$ cat config.mk
export PLATFORM = sky130hd
export DESIGN_NAME = nfc_cmd_addr_seq
export DESIGN_NICKNAME = d
export VERILOG_FILES = /design/src/rtl/nfc_seq_pkg.sv /design/src/rtl/nfc_we_timer.sv /design/src/rtl/nfc_cmd_addr_seq.sv
export SDC_FILE = /design/constraint.sdc
export NUM_CORES = 1
export LEC_CHECK = 0
export ABC_AREA = 0
export ABC_CLOCK_PERIOD_IN_PS = 3840
export CAP_MARGIN = 25
export CORE_MARGIN = 5
export CORE_UTILIZATION = 40
export CTS_BUF_LIST = sky130_fd_sc_hd__clkbuf_16
export DETAILED_ROUTE_END_ITERATION = 8
export PLACE_DENSITY_LB_ADDON = 0.2
export SLEW_MARGIN = 10
export SYNTH_ARGS = -nofsm -noshare
export SYNTH_HDL_FRONTEND = slang
export SYNTH_SLANG_ARGS = --single-unit
$ cat constraint.sdc
create_clock -name nfc_clk -period 3.84 [get_ports nfc_clk]
set_input_delay 0.384 -clock nfc_clk [delete_from_list [all_inputs] [get_ports nfc_clk]]
set_output_delay 0.384 -clock nfc_clk [all_outputs]
set_load 0.02 [all_outputs]
$ cat src/rtl/nfc_seq_pkg.sv
// Shared types and helpers for the NAND command/address bus sequencer.
package nfc_seq_pkg;

  typedef enum logic [2:0] {
    IDLE = 3'd0,
    CMD  = 3'd1,
    COL  = 3'd2,
    ROW  = 3'd3,
    DONE = 3'd4
  } seq_state_t;

  localparam int MAX_ADDR_BYTES_DEF = 4;

  // Bus-cycle length (l_len) and WE# high-phase length (h_len), in clocks.
  typedef struct packed {
    logic [3:0] l_len;
    logic [3:0] h_len;
  } bus_timing_t;

  // Limit a programmed address byte count to what the address field can hold.
  function automatic logic [2:0] clamp_cnt(input logic [2:0] cnt, input int max_bytes);
    if (int'(cnt) > max_bytes) return 3'(max_bytes);
    return cnt;
  endfunction

  // L = total + 2 (2..9); H = high clamped into 1..L-1 so WE# always has a low phase.
  function automatic bus_timing_t calc_timing(input logic [2:0] total, input logic [3:0] high);
    bus_timing_t t;
    t.l_len = {1'b0, total} + 4'd2;
    if (high == 4'd0)                    t.h_len = 4'd1;
    else if (high > (t.l_len - 4'd1))    t.h_len = t.l_len - 4'd1;
    else                                 t.h_len = high;
    return t;
  endfunction

  // Address bytes go out low byte first.
  function automatic logic [7:0] addr_byte(input logic [31:0] a, input logic [2:0] idx);
    case (idx)
      3'd0:    return a[7:0];
      3'd1:    return a[15:8];
      3'd2:    return a[23:16];
      default: return a[31:24];
    endcase
  endfunction

endpackage

$ cat src/rtl/nfc_we_timer.sv
// Times one NAND bus cycle: WE# low for L-H clocks then high for H clocks.
// cycle_done is high during the last clock so the next cycle can start back-to-back.
module nfc_we_timer (
  input  logic       nfc_clk,
  input  logic       rst_nfc,
  input  logic       start,
  input  logic [3:0] l_len,
  input  logic [3:0] h_len,
  output logic       nf_web,
  output logic       cycle_done
);

  logic [3:0] cnt;
  logic [3:0] l_q;
  logic [3:0] low_q;
  logic       active;

  assign cycle_done = active && (cnt == (l_q - 4'd1));

  // Bus-cycle counter; a start always wins so consecutive cycles abut.
  always_ff @(posedge nfc_clk) begin
    if (rst_nfc) begin
      cnt    <= 4'd0;
      l_q    <= 4'd2;
      low_q  <= 4'd1;
      active <= 1'b0;
      nf_web <= 1'b1;
    end else if (start) begin
      cnt    <= 4'd0;
      l_q    <= l_len;
      low_q  <= l_len - h_len;
      active <= 1'b1;
      nf_web <= 1'b0;
    end else if (active) begin
      if (cycle_done) begin
        cnt    <= 4'd0;
        active <= 1'b0;
        nf_web <= 1'b1;
      end else begin
        cnt    <= cnt + 4'd1;
        nf_web <= ((cnt + 4'd1) >= low_q);
      end
    end
  end

endmodule

$ cat src/rtl/nfc_cmd_addr_seq.sv
// NAND command/address sequencer: one CLE cycle, then optional column and row
// ALE cycles, then a one-clock DONE that returns addr_clear to the SFR block.
//
// Handshake: nf_cmd_valid is a one-cycle request with no ready signal. The
// request is accepted only when the sequencer is IDLE (seq_busy low); a request
// seen in any other state is dropped and reported by a one-cycle cmd_err.
module nfc_cmd_addr_seq
  import nfc_seq_pkg::*;
#(
  parameter int         MAX_ADDR_BYTES = MAX_ADDR_BYTES_DEF,
  parameter logic [3:0] IDLE_CEB       = 4'hF
) (
  input  logic        nfc_clk,
  input  logic        rst_nfc,
  input  logic [7:0]  nf_cmd,
  input  logic        nf_cmd_valid,
  input  logic        nf_addr_en,
  input  logic [3:0]  nf_ceb,
  input  logic [2:0]  nf_total_cycle,
  input  logic [3:0]  nf_high_cycle,
  input  logic [2:0]  nf_column_addr_cnt,
  input  logic [2:0]  nf_row_addr_cnt,
  input  logic [31:0] nf_column_addr,
  input  logic [31:0] nf_row_addr,
  output logic [7:0]  nf_io_o,
  output logic        nf_io_oe,
  output logic        nf_cle,
  output logic        nf_ale,
  output logic        nf_web,
  output logic [3:0]  nf_ceb_o,
  output logic        addr_clear,
  output logic        seq_busy,
  output logic        cmd_err,
  output seq_state_t  dbg_state
);

  seq_state_t  state;
  bus_timing_t live_tim, s_tim, tim_sel;
  logic        s_addr_en;
  logic [2:0]  s_col_cnt, s_row_cnt, byte_idx;
  logic [31:0] s_col_addr, s_row_addr;
  logic        cycle_done, timer_start;
  logic        cmd_to_col, cmd_to_row, col_more, row_more;

  assign dbg_state  = state;
  assign live_tim   = calc_timing(nf_total_cycle, nf_high_cycle);
  // The first cycle starts from IDLE before the snapshot exists, so use live timing there.
  assign tim_sel    = (state == IDLE) ? live_tim : s_tim;
  assign cmd_to_col = s_addr_en && (s_col_cnt != 3'd0);
  assign cmd_to_row = s_addr_en && (s_row_cnt != 3'd0);
  assign col_more   = byte_idx != (s_col_cnt - 3'd1);
  assign row_more   = byte_idx != (s_row_cnt - 3'd1);

  // Start the bus-cycle timer whenever the FSM enters or stays in a bus phase.
  always_comb begin
    timer_start = 1'b0;
    case (state)
      IDLE:    timer_start = nf_cmd_valid;
      CMD:     timer_start = cycle_done && (cmd_to_col || cmd_to_row);
      COL:     timer_start = cycle_done && (col_more || (s_row_cnt != 3'd0));
      ROW:     timer_start = cycle_done && row_more;
      default: timer_start = 1'b0;
    endcase
  end

  nfc_we_timer u_we_timer (
    .nfc_clk    (nfc_clk),
    .rst_nfc    (rst_nfc),
    .start      (timer_start),
    .l_len      (tim_sel.l_len),
    .h_len      (tim_sel.h_len),
    .nf_web     (nf_web),
    .cycle_done (cycle_done)
  );

  // Sequencer FSM with registered bus outputs.
  always_ff @(posedge nfc_clk) begin
    if (rst_nfc) begin
      state      <= IDLE;
      s_addr_en  <= 1'b0;
      s_tim      <= '0;
      s_col_cnt  <= 3'd0;
      s_row_cnt  <= 3'd0;
      s_col_addr <= 32'd0;
      s_row_addr <= 32'd0;
      byte_idx   <= 3'd0;
      nf_io_o    <= 8'd0;
      nf_io_oe   <= 1'b0;
      nf_cle     <= 1'b0;
      nf_ale     <= 1'b0;
      nf_ceb_o   <= IDLE_CEB;
      addr_clear <= 1'b0;
      seq_busy   <= 1'b0;
      cmd_err    <= 1'b0;
    end else begin
      cmd_err    <= nf_cmd_valid && (state != IDLE);
      addr_clear <= 1'b0;
      case (state)
        IDLE: if (nf_cmd_valid) begin
          s_addr_en  <= nf_addr_en;
          s_tim      <= live_tim;
          s_col_cnt  <= clamp_cnt(nf_column_addr_cnt, MAX_ADDR_BYTES);
          s_row_cnt  <= clamp_cnt(nf_row_addr_cnt, MAX_ADDR_BYTES);
          s_col_addr <= nf_column_addr;
          s_row_addr <= nf_row_addr;
          byte_idx   <= 3'd0;
          nf_ceb_o   <= nf_ceb;
          nf_io_o    <= nf_cmd;
          nf_io_oe   <= 1'b1;
          nf_cle     <= 1'b1;
          nf_ale     <= 1'b0;
          seq_busy   <= 1'b1;
          state      <= CMD;
        end
        CMD: if (cycle_done) begin
          nf_cle   <= 1'b0;
          byte_idx <= 3'd0;
          if (cmd_to_col) begin
            state   <= COL;
            nf_ale  <= 1'b1;
            nf_io_o <= addr_byte(s_col_addr, 3'd0);
          end else if (cmd_to_row) begin
            state   <= ROW;
            nf_ale  <= 1'b1;
            nf_io_o <= addr_byte(s_row_addr, 3'd0);
          end else begin
            state      <= DONE;
            nf_io_o    <= 8'd0;
            nf_io_oe   <= 1'b0;
            addr_clear <= s_addr_en;
          end
        end
        COL: if (cycle_done) begin
          if (col_more) begin
            byte_idx <= byte_idx + 3'd1;
            nf_io_o  <= addr_byte(s_col_addr, byte_idx + 3'd1);
          end else if (s_row_cnt != 3'd0) begin
            state    <= ROW;
            byte_idx <= 3'd0;
            nf_io_o  <= addr_byte(s_row_addr, 3'd0);
          end else begin
            state      <= DONE;
            nf_ale     <= 1'b0;
            nf_io_o    <= 8'd0;
            nf_io_oe   <= 1'b0;
            addr_clear <= s_addr_en;
          end
        end
        ROW: if (cycle_done) begin
          if (row_more) begin
            byte_idx <= byte_idx + 3'd1;
            nf_io_o  <= addr_byte(s_row_addr, byte_idx + 3'd1);
          end else begin
            state      <= DONE;
            nf_ale     <= 1'b0;
            nf_io_o    <= 8'd0;
            nf_io_oe   <= 1'b0;
            addr_clear <= s_addr_en;
          end
        end
        DONE: begin
          state    <= IDLE;
          seq_busy <= 1'b0;
          nf_ceb_o <= IDLE_CEB;
        end
        default: state <= IDLE;
      endcase
    end
  end

endmodule

# After elaboration in Yosys (flattened, before gate mapping)
# Cells that the tools add are included.
[totals]
input_bits = 93
reg_bits = 117
word_cells = 165
[op_classes]
add_sub_neg = 8
muxes = 82
n_eq_ne = 21
n_reduce_logical = 28
n_lt_le_gt_ge = 4
[ops]
columns = ["op", "n"]
rows = [
  ["$mux W8", 10],
  ["$mux W3", 20],
  ["$pmux W8 S3", 2],
  ["$mux W1", 36],
  ["$pmux W8 S4", 1],
  ["$pmux W3 S4", 2],
  ["$ne A2 B2 Y1 const B", 10],
  ["$mux W4", 4],
  ["$pmux W1 S4", 3],
  ["$reduce_and A10 Y1", 1],
  ["$eq A3 B2 Y1 const B", 3],
  ["$reduce_and A9 Y1", 1],
  ["$reduce_bool A3 Y1", 3],
  ["$pmux W4 S2", 1],
  ["$sub A4 B1 Y4 const B", 2],
  ["$logic_and A1 B1 Y1", 7],
  ["$reduce_and A7 Y1", 1],
  ["$eq A3 B1 Y1 const B", 2],
  ["$gt A3 B3 Y1 const B", 2],
  ["$logic_not A3 Y1", 2],
  ["$ne A3 B3 Y1", 2],
  ["$ne A3 B3 Y1 const B", 2],
  ["$reduce_and A6 Y1", 1],
  ["$reduce_bool A2 Y1", 3],
  ["18 further kinds", 22],
]

# Logic depth before layout (Yosys ltp)
# Gate-level depths: netlist (run 1).
[logic_depth]
word_depth = 7
ltp_mapped = 15
mapped_depth_nobuf = 15

# Modules after synthesis
# A second synthesis (run 1) with hierarchy kept.
[hier_totals]
hier_cells = 763
area_unflattened_um2 = 5898.2
[modules_own_cells]
columns = ["mod", "instances", "seq_area_each_um2", "cells_each", "area_per_inst_um2"]
rows = [
  ["nfc_cmd_addr_seq", 1, 2062.0, 661, 5023.6],
  ["nfc_we_timer", 1, 280.3, 102, 874.6],
]

# Worst setup path after synthesis (run 1)
# No wires, ideal clock.
[synth_path]
path_type = "input to register"
startpoint = "in nf_total_cycle[1]"
endpoint = "reg u_we_timer.low_q[3]"
stages = 14
setup_slack_ns = 0.318
setup_time_ns = 0.091
t_required_ns = 3.749
arrival_ns = 3.431
cell_sequence = "ha_1 -> xnor2_1 -> ha_1 -> and4_1 -> a221oi_2 -> nor2_1 -> a211oi_1 -> mux2i_1 -> ha_1 -> nor2b_1 -> o21ai_0 -> nand2_1 -> a221o_1 -> a311oi_1"
[synth_via]
elab_chain_cells = 7
[synth_rtl]
columns = ["element", "line", "rtl"]
rows = [
  ["start: declaration", "nfc_cmd_addr_seq.sv:19", "input logic [2:0] nf_total_cycle,"],
  ["$add A3 B2 Y4 (*)", "nfc_seq_pkg.sv:29", "t.l_len = {1'b0, total} + 4'd2;"],
  ["$sub A4 B1 Y4", "nfc_seq_pkg.sv:31", "else if (high > (t.l_len - 4'd1)) t.h_len = t.l_len - 4'd1;"],
  ["$gt A4 B4 Y1", "nfc_seq_pkg.sv:31", ""],
  ["$mux W4", "nfc_seq_pkg.sv:31", ""],
  ["$mux W4", "nfc_seq_pkg.sv:30", "if (high == 4'd0) t.h_len = 4'd1;"],
  ["$mux W8 (*)", "nfc_cmd_addr_seq.sv:48", "assign tim_sel = (state == IDLE) ? live_tim : s_tim;"],
  ["$sub A4 B4 Y4 (*)", "nfc_we_timer.sv:31", "low_q <= l_len - h_len;"],
  ["end signal: assignment", "nfc_we_timer.sv:31", ""],
  ["end: declaration", "nfc_we_timer.sv:15", "logic [3:0] low_q;"],
]
# Mark *: on every way between the ends. The rest lies on a longest branch, timed or not.
# A chain may end at the register's enable or synchronous reset.

==> results.ini, run 1 <==
[worst_setup_path]
start_kind = input pin
crit_start = nf_total_cycle[1]
crit_fanout = 3
r2r-end = u_we_timer.low_q[3]$_SDFFE_PP0P_
cp-end-kind = flop
crit_type = input pin to flop
worst-r2r-cell-count = 5
crit_arrival_ns = 3.83
r2r_setup_slack_ns = 0.95
r2r_start = dbg_state[0]$_SDFFE_PP0P_
cp.required_ns = 4.17

[floorplanning]
dieArea_sq_um = 17400
start_util = 0.409
fp.dieW_microns = 132
fp.dieH_microns = 132
core_sq_um = 14500
num_rows = 44
pin_count = 115

[finish]
antenna_cells = 0
final.fill_count = 1388
final_util = 0.540
regArea_sq_um = 2340
final_cell_mix = nand2_1, dfxtp_1, clkdlybuf4s50_1
layout_commonest_cell = nand2_1
nets = 944
areaGrowthSynthToFinish_pct = 32.1
multiInputGateArea_sq_um = 3340
fin_cells = 1023
drive_gt1_frac = 0.0763

[synth]
ys_top_cells_by_area = dfxtp_1, nand2_1, a21oi_1
synthCells = 725
ys_seq_area_frac = 0.394
synth_top_family_by_area = compound AO/OA/AOI/OAI gates
synth-main-ff-cell = dfxtp_1
synth_compound_area_frac = 0.257
synth_edf_count = 0
synth-adder-area-share = 0.0539
async_flop_share = 0
synth.area.mux_share = 0.0141
synth_seq_cells = 117
synthSimpleGateAreaFrac = 0.199
synth_cell_type_count = 68
syn_avg_cell_area_sq_um = 8.19
ys_warn_count = 0
synth_nets = 843
synthXorXnorAreaFrac = 0.0348
synth_area_leader_cell = dfxtp_1
synth_top_area_share = 0.394
syn_area_sq_um = 5940

[timing]
period_share = 0.911
tightest_slew_ns = 1.04
slew_headroom = 0.304
finalSetupViolations = 0
finalMaxSlewViolations = 0
fin_crit_ns = 3.50
fmax_mhz = 286
hold_ws_ns = 0.454
rsz0062_at_grt = no
fin_setup_tns_ns = 0
fin_skew_ns = 0.00640
hold_violations = 0

[power]
pwr-share-comb = 0.392
p_sw_uw = 2080
peakVddDrop_mv = 0.395
p_leak_uw = 0.00299
switching_share = 0.380
seqPwrFrac = 0.319
clock_power_share = 0.290
p_int_uw = 3400
p_total_uw = 5480
powerDensity_nw_per_um2 = 699

[global_routing]
grt_util_all_layers = 0.206
grt_max_degree = 86
antenna_found_initial = 0
overflow = 0
grt_pass1_wl_microns = 29400
grt_pass1_vias = 5935

[drt]
drc = 0
first_iter_violations = 508
viasPerCell = 5.64
drtAntennaViolNets = 0
wire_per_inst_microns = 17.4
first_pass_iters = 7
vias = 5772
wl_microns = 17800

[flow_run]
maxCapViolCount = 0

[worst_hold_path]
min_to = s_tim[6]$_SDFFE_PP0P_
hold_path_depth = 2
hold_path.class = flop to flop
hold_start = s_tim[6]$_SDFFE_PP0P_

[placed_design]
place_inst = 989
gp_congestion = 0.854
dp_hpwl_microns = 12800
port_buffers = 114

[clock_network]
clockBufferDepth = 2
clkTransAtPathRegs_ns = 0.05
cts_sinks = 117
cts_tree = done
h-tree-depth = 4
cts_buffers = 17
clk_root_buffer_cell = clkbuf_16
clock_latency_ns = 0.42

[status]
outcome = finished clean

-- what timing repair did --
item / in CTS / in global routing
endpoints found under the hold margin: 0 / 0
hold buffers: 0 / 0
setup endpoints to repair: 0 / 1
resized for setup: 0 / 3
setup buffers: 0 / 2
-- stage by stage --
stage          setup WS [ns]  instance area, sq um
3_5_place_dp          -0.246                  7230
4_1_cts                0.190                  7820
6_report               0.340                  7850
2_1_floorplan          0.318                  5940
3_3_place_gp          0.0486                  7230
5_1_grt               0.0409                  7850
-- how the worst max path moves through the flow --
stage                                                  end  slack (ns)  depth (start not counted)
after floorplan           u_we_timer.low_q[3]$_SDFFE_PP0P_        0.32                         14
after global placement    u_we_timer.low_q[3]$_SDFFE_PP0P_        0.05                         15
after detailed placement  u_we_timer.low_q[3]$_SDFFE_PP0P_       -0.25                         15
after CTS                 u_we_timer.low_q[3]$_SDFFE_PP0P_        0.19                         15
after global routing      u_we_timer.low_q[3]$_SDFFE_PP0P_        0.04                         15
final                     u_we_timer.low_q[3]$_SDFFE_PP0P_        0.34                         15
-- state kept, by name, indices dropped and copies added (netlist names), 4 cells and up --
name	flops
s_col_addr	32
s_row_addr	32
nf_io_o	8
s_tim	8
nf_ceb_o	4
u_we_timer.cnt	4
u_we_timer.l_q	4
u_we_timer.low_q	4
-- layer usage --
| metal | part of all wire | wire [microns] | track usage |
|---|---|---|---|
| met1 | 0.44 | 7750 | 0.252 |
| met2 | 0.49 | 8680 | 0.344 |
| met3 | 0.047 | 832 | 0.0489 |
| met4 | 0.029 | 522 | 0.0920 |
| met5 | 0 | 0 | 0 |
-- cells by family (layout without fill, tap and decap cells) --
kind of cell,count (synthesis),count (layout)
xor gates and xnor gates,17,17
adders and majority gates,25,25
buffers and inverters,70,184
AOI/OAI and AO/OA,224,224
DFF,117,117
and+or+nand+nor,264,264
muxes,8,8
-- critical path, cell delays in order --
cell and delay [ns]:
clkdlybuf4s50_1 0.43, ha_1 0.35, xnor2_2 0.23, ha_1 0.28, and4_1 0.22, a221oi_2 0.21
nor2_1 0.12, a211oi_2 0.25, mux2i_1 0.14, ha_1 0.29, nor2b_1 0.13, o21ai_1 0.19
nand2_1 0.08, a221o_1 0.25, a311oi_1 0.26
-- power groups by stage --
stage	Combinational, uW	Clock, uW	Sequential, uW
after floorplan	1450	0	1740
after global placement	2070	0	1760
final	2150	1590	1750
after global routing	2400	1670	1780
after CTS	2140	1610	1740
after detailed placement	2120	0	1760
-- cells in the mapped netlist, drive strengths merged, types with 9 or more instances --
cell type / count
ha: 24
a22o: 16
a221o: 10
nor2b: 11
a221oi: 10
buf: 13
clkbuf: 37
nor3: 15
o21ai: 22
a22oi: 9
dfxtp: 117
nand2: 177
a211oi: 10
inv: 20
a21oi: 101
nor2: 23
-- layout make-up --
type | instances | area share
clock buffers | 17 | 0.0542
clock inverters | 15 | 0.0209
inverters | 20 | 0.00957
multi-input cells | 538 | 0.425
flip-flops and latches | 117 | 0.299
well taps | 184 | 0.0293
repair buffers | 132 | 0.162
No activity file was read; power rests on OpenSTA's default activity.
==> run 2: changes to the inputs <==
--- a/config.mk
+++ b/config.mk
@@ -16,4 +16,5 @@
 export SLEW_MARGIN = 10
 export SYNTH_ARGS = -nofsm -noshare
 export SYNTH_HDL_FRONTEND = slang
+export SYNTH_HIERARCHICAL = 1
 export SYNTH_SLANG_ARGS = --single-unit
==> results.ini, run 2 <==
[placed_design]
dp_hpwl_microns = 12900  ; +0.73%
gp_congestion = 0.880  ; +3.1%
port_buffers = 114  ; unchanged

[clock_network]
cts_sinks = 117  ; unchanged
clockBufferDepth = 2  ; unchanged
postCtsSetupBuffers = 0  ; unchanged
clkTransAtPathRegs_ns = 0.06  ; about the same
cts-hold-fix-buffers = 0  ; unchanged
cts_buffers = 17  ; unchanged
clock_latency_ns = 0.43  ; about the same
cts_tree = done
post_cts_resize_count = 0  ; unchanged
h-tree-depth = 4  ; unchanged
clk_root_buffer_cell = clkbuf_16

[global_routing]
grt_max_degree = 82  ; -4.7%
grt_pass1_wl_microns = 28700  ; -2.4%
grt_util_all_layers = 0.203  ; -0.00314
antenna_found_initial = 0  ; unchanged
grt_pass1_vias = 5498  ; -7.4%
overflow = 0  ; unchanged

[worst_setup_path]
start_kind = input pin
cp-end-kind = flop
worst-r2r-cell-count = 10  ; +5
r2r_start = u_we_timer/l_q[0]$_SDFFE_PP0P_
max_stage_delay_ns = 0.50  ; +0.07 ns
crit_path_top_delay_cell = clkdlybuf4s50_1
crit_arrival_ns = 3.71  ; -0.12 ns
crit_fanout = 6  ; +3
crit_type = input pin to flop
r2r_setup_slack_ns = 0.75  ; -0.20 ns
path_cells = clkdlybuf4s50_1, inv_1, ha_1, xnor2_1, ha_1, o21ai_0, a21oi_1, o21a_1, mux2i_1, o21ai_0, inv_1, ha_1, nor2b_1, o21ai_0, a21oi_1, o32ai_1
r2r-end = nf_io_o[2]$_SDFFE_PP0P_
cp.required_ns = 4.17  ; about the same

[timing]
tightest_slew_ns = 0.840  ; -0.195 ns
fin_setup_tns_ns = 0  ; unchanged
hold_ws_ns = 0.399  ; -0.0549 ns
hold_violations = 0  ; unchanged
fmax_mhz = 296  ; +3.6%
fin_crit_ns = 3.38  ; -0.121 ns
finalSetupViolations = 0  ; unchanged
fin_skew_ns = 0.00944  ; +0.00304 ns
period_share = 0.880  ; -0.0315
finalMaxSlewViolations = 0  ; unchanged
rsz0062_at_grt = no
slew_headroom = 0.435  ; +0.131

[finish]
antenna_cells = 0  ; unchanged
layout_commonest_cell = nand2_1
areaGrowthSynthToFinish_pct = 29.3
final_cell_mix = nand2_1, dfxtp_1, clkdlybuf4s50_1
drive_gt1_frac = 0.0523  ; -0.0240
largestRegisters = s_col_addr (32), s_row_addr (32)
nets = 965  ; +2.2%

[floorplanning]
dieArea_sq_um = 17300  ; -0.66%
core_sq_um = 14500  ; -0.38%
start_util = 0.407  ; -0.00138
fp.dieW_microns = 131  ; -0.33%
num_rows = 44  ; unchanged
pin_count = 115  ; unchanged
fp.dieH_microns = 131  ; -0.33%

[synth]
synth_most_common_cell = nand2_1
ys_top_cells_by_area = dfxtp_1, nand2_1, a21oi_1
synthCells = 763  ; +5.2%
synth_area_leader_cell = dfxtp_1
synth_edf_count = 0  ; unchanged
syn_area_sq_um = 5900  ; -0.72%
syn_avg_cell_area_sq_um = 7.73  ; -5.7%
synth-main-ff-cell = dfxtp_1
ys_warn_count = 6  ; +6
synthTopCellsByCount = nand2_1, dfxtp_1, a21oi_1, clkbuf_1, nor2_1
synth_top_area_share = 0.397  ; +0.00284
async_flop_share = 0  ; unchanged
synth_nets = 881  ; +4.5%
synth_seq_cells = 117  ; unchanged
ys_seq_area_frac = 0.397  ; +0.00284
synth_cell_type_count = 55  ; -19%

[status]
outcome = finished clean

[drt]
wire_per_inst_microns = 17.2  ; -1.2%
drc = 0  ; unchanged
wl_microns = 17900  ; +0.87%
first_iter_violations = 482  ; -5.1%
vias = 5720  ; -0.90%
drtAntennaViolNets = 0  ; unchanged
viasPerCell = 5.48  ; -2.9%
first_pass_iters = 8  ; +1

[power]
peakVddDrop_mv = 0.299  ; -24%
powerDensity_nw_per_um2 = 470  ; -33%
p_leak_uw = 0.00294  ; -1.6%

[worst_hold_path]
hold_path_depth = 2  ; unchanged
hold_start = rst_nfc
hold_path.class = input pin to flop
min_to = s_col_addr[11]$_SDFFE_PP0P_

[flow_run]
maxCapViolCount = 0  ; unchanged

[run 2: per-layer routing]
metal | routed length [microns] | track usage | vias up
li1 | - | - | 2819
met1 | 8060 | 0.271 | 2663
met2 | 8390 | 0.322 | 211
met3 | 1180 | 0.0539 | 27
met4 | 314 | 0.0623 | 0
met5 | 0 | 0 | -
[run 2: cell type report]
type | count | area (sq um)
Tap cell | 184 | 230
Clock inverter | 15 | 116
Timing Repair Buffer | 120 | 1180
Sequential cell | 117 | 2340
Fill cell | 1408 | 6850
Multi-Input combinational cell | 569 | 3250
Clock buffer | 17 | 425
Inverter | 22 | 82.6
[run 2: logic make-up after synthesis]
group | synth area share
simple gates | 0.220
buf+inv | 0.0532
compound gates | 0.235
xor+xnor | 0.0320
flops | 0.397
fa+ha+maj | 0.0543
mux | 0.00849
[run 2: stage by stage]
step / area, sq um / utilization / power [uW] / setup slack, ns / std cells
final: 7630 / 0.527 / 3580 / 0.461 / 1044
after global routing: 7630 / 0.527 / 3750 / 0.191 / 1044
after CTS: 7630 / 0.527 / 3600 / 0.477 / 1044
after detailed placement: 7090 / 0.489 / 2150 / 0.0358 / 1012
after global placement: 7090 / 0.489 / 2130 / 0.200 / 1012
after floorplan: 5900 / - / 1870 / 0.840 / 763
[run 2: power breakdown]
| part | switching [uW] | internal, uW | total (uW) | leakage (uW) |
|---|---|---|---|---|
| Sequential | 84.3 | 1320 | 1410 | 0.000960 |
| Clock | 578 | 876 | 1450 | 0.000257 |
| Combinational | 403 | 317 | 720 | 0.00172 |
| Total | 1070 | 2520 | 3580 | 0.00294 |
[run 2: how the worst max path moves through the flow]
stage / start / to / slack (ns) / depth (start not counted)
floorplan: nf_total_cycle[1] / u_we_timer/low_q[3]$_SDFFE_PP0P_ / 0.84 / 14
global placement: nf_total_cycle[0] / u_we_timer/low_q[2]$_SDFFE_PP0P_ / 0.20 / 16
detailed placement: nf_total_cycle[0] / u_we_timer/low_q[3]$_SDFFE_PP0P_ / 0.04 / 16
CTS: nf_total_cycle[0] / u_we_timer/low_q[3]$_SDFFE_PP0P_ / 0.48 / 16
global route: nf_total_cycle[0] / u_we_timer/low_q[3]$_SDFFE_PP0P_ / 0.19 / 16
finish: nf_total_cycle[0] / u_we_timer/low_q[3]$_SDFFE_PP0P_ / 0.46 / 16
[run 2: critical path: cells and delay by family]
family                   cells  cell delay [ns]
XOR/XNOR                     1             0.20
multiplexers                 1             0.17
AND/OR/NAND/NOR              1             0.13
adder cells (fa/ha/maj)      3             0.77
buffers and inverters        3             0.68
AO/OA/AOI/OAI                7             1.37
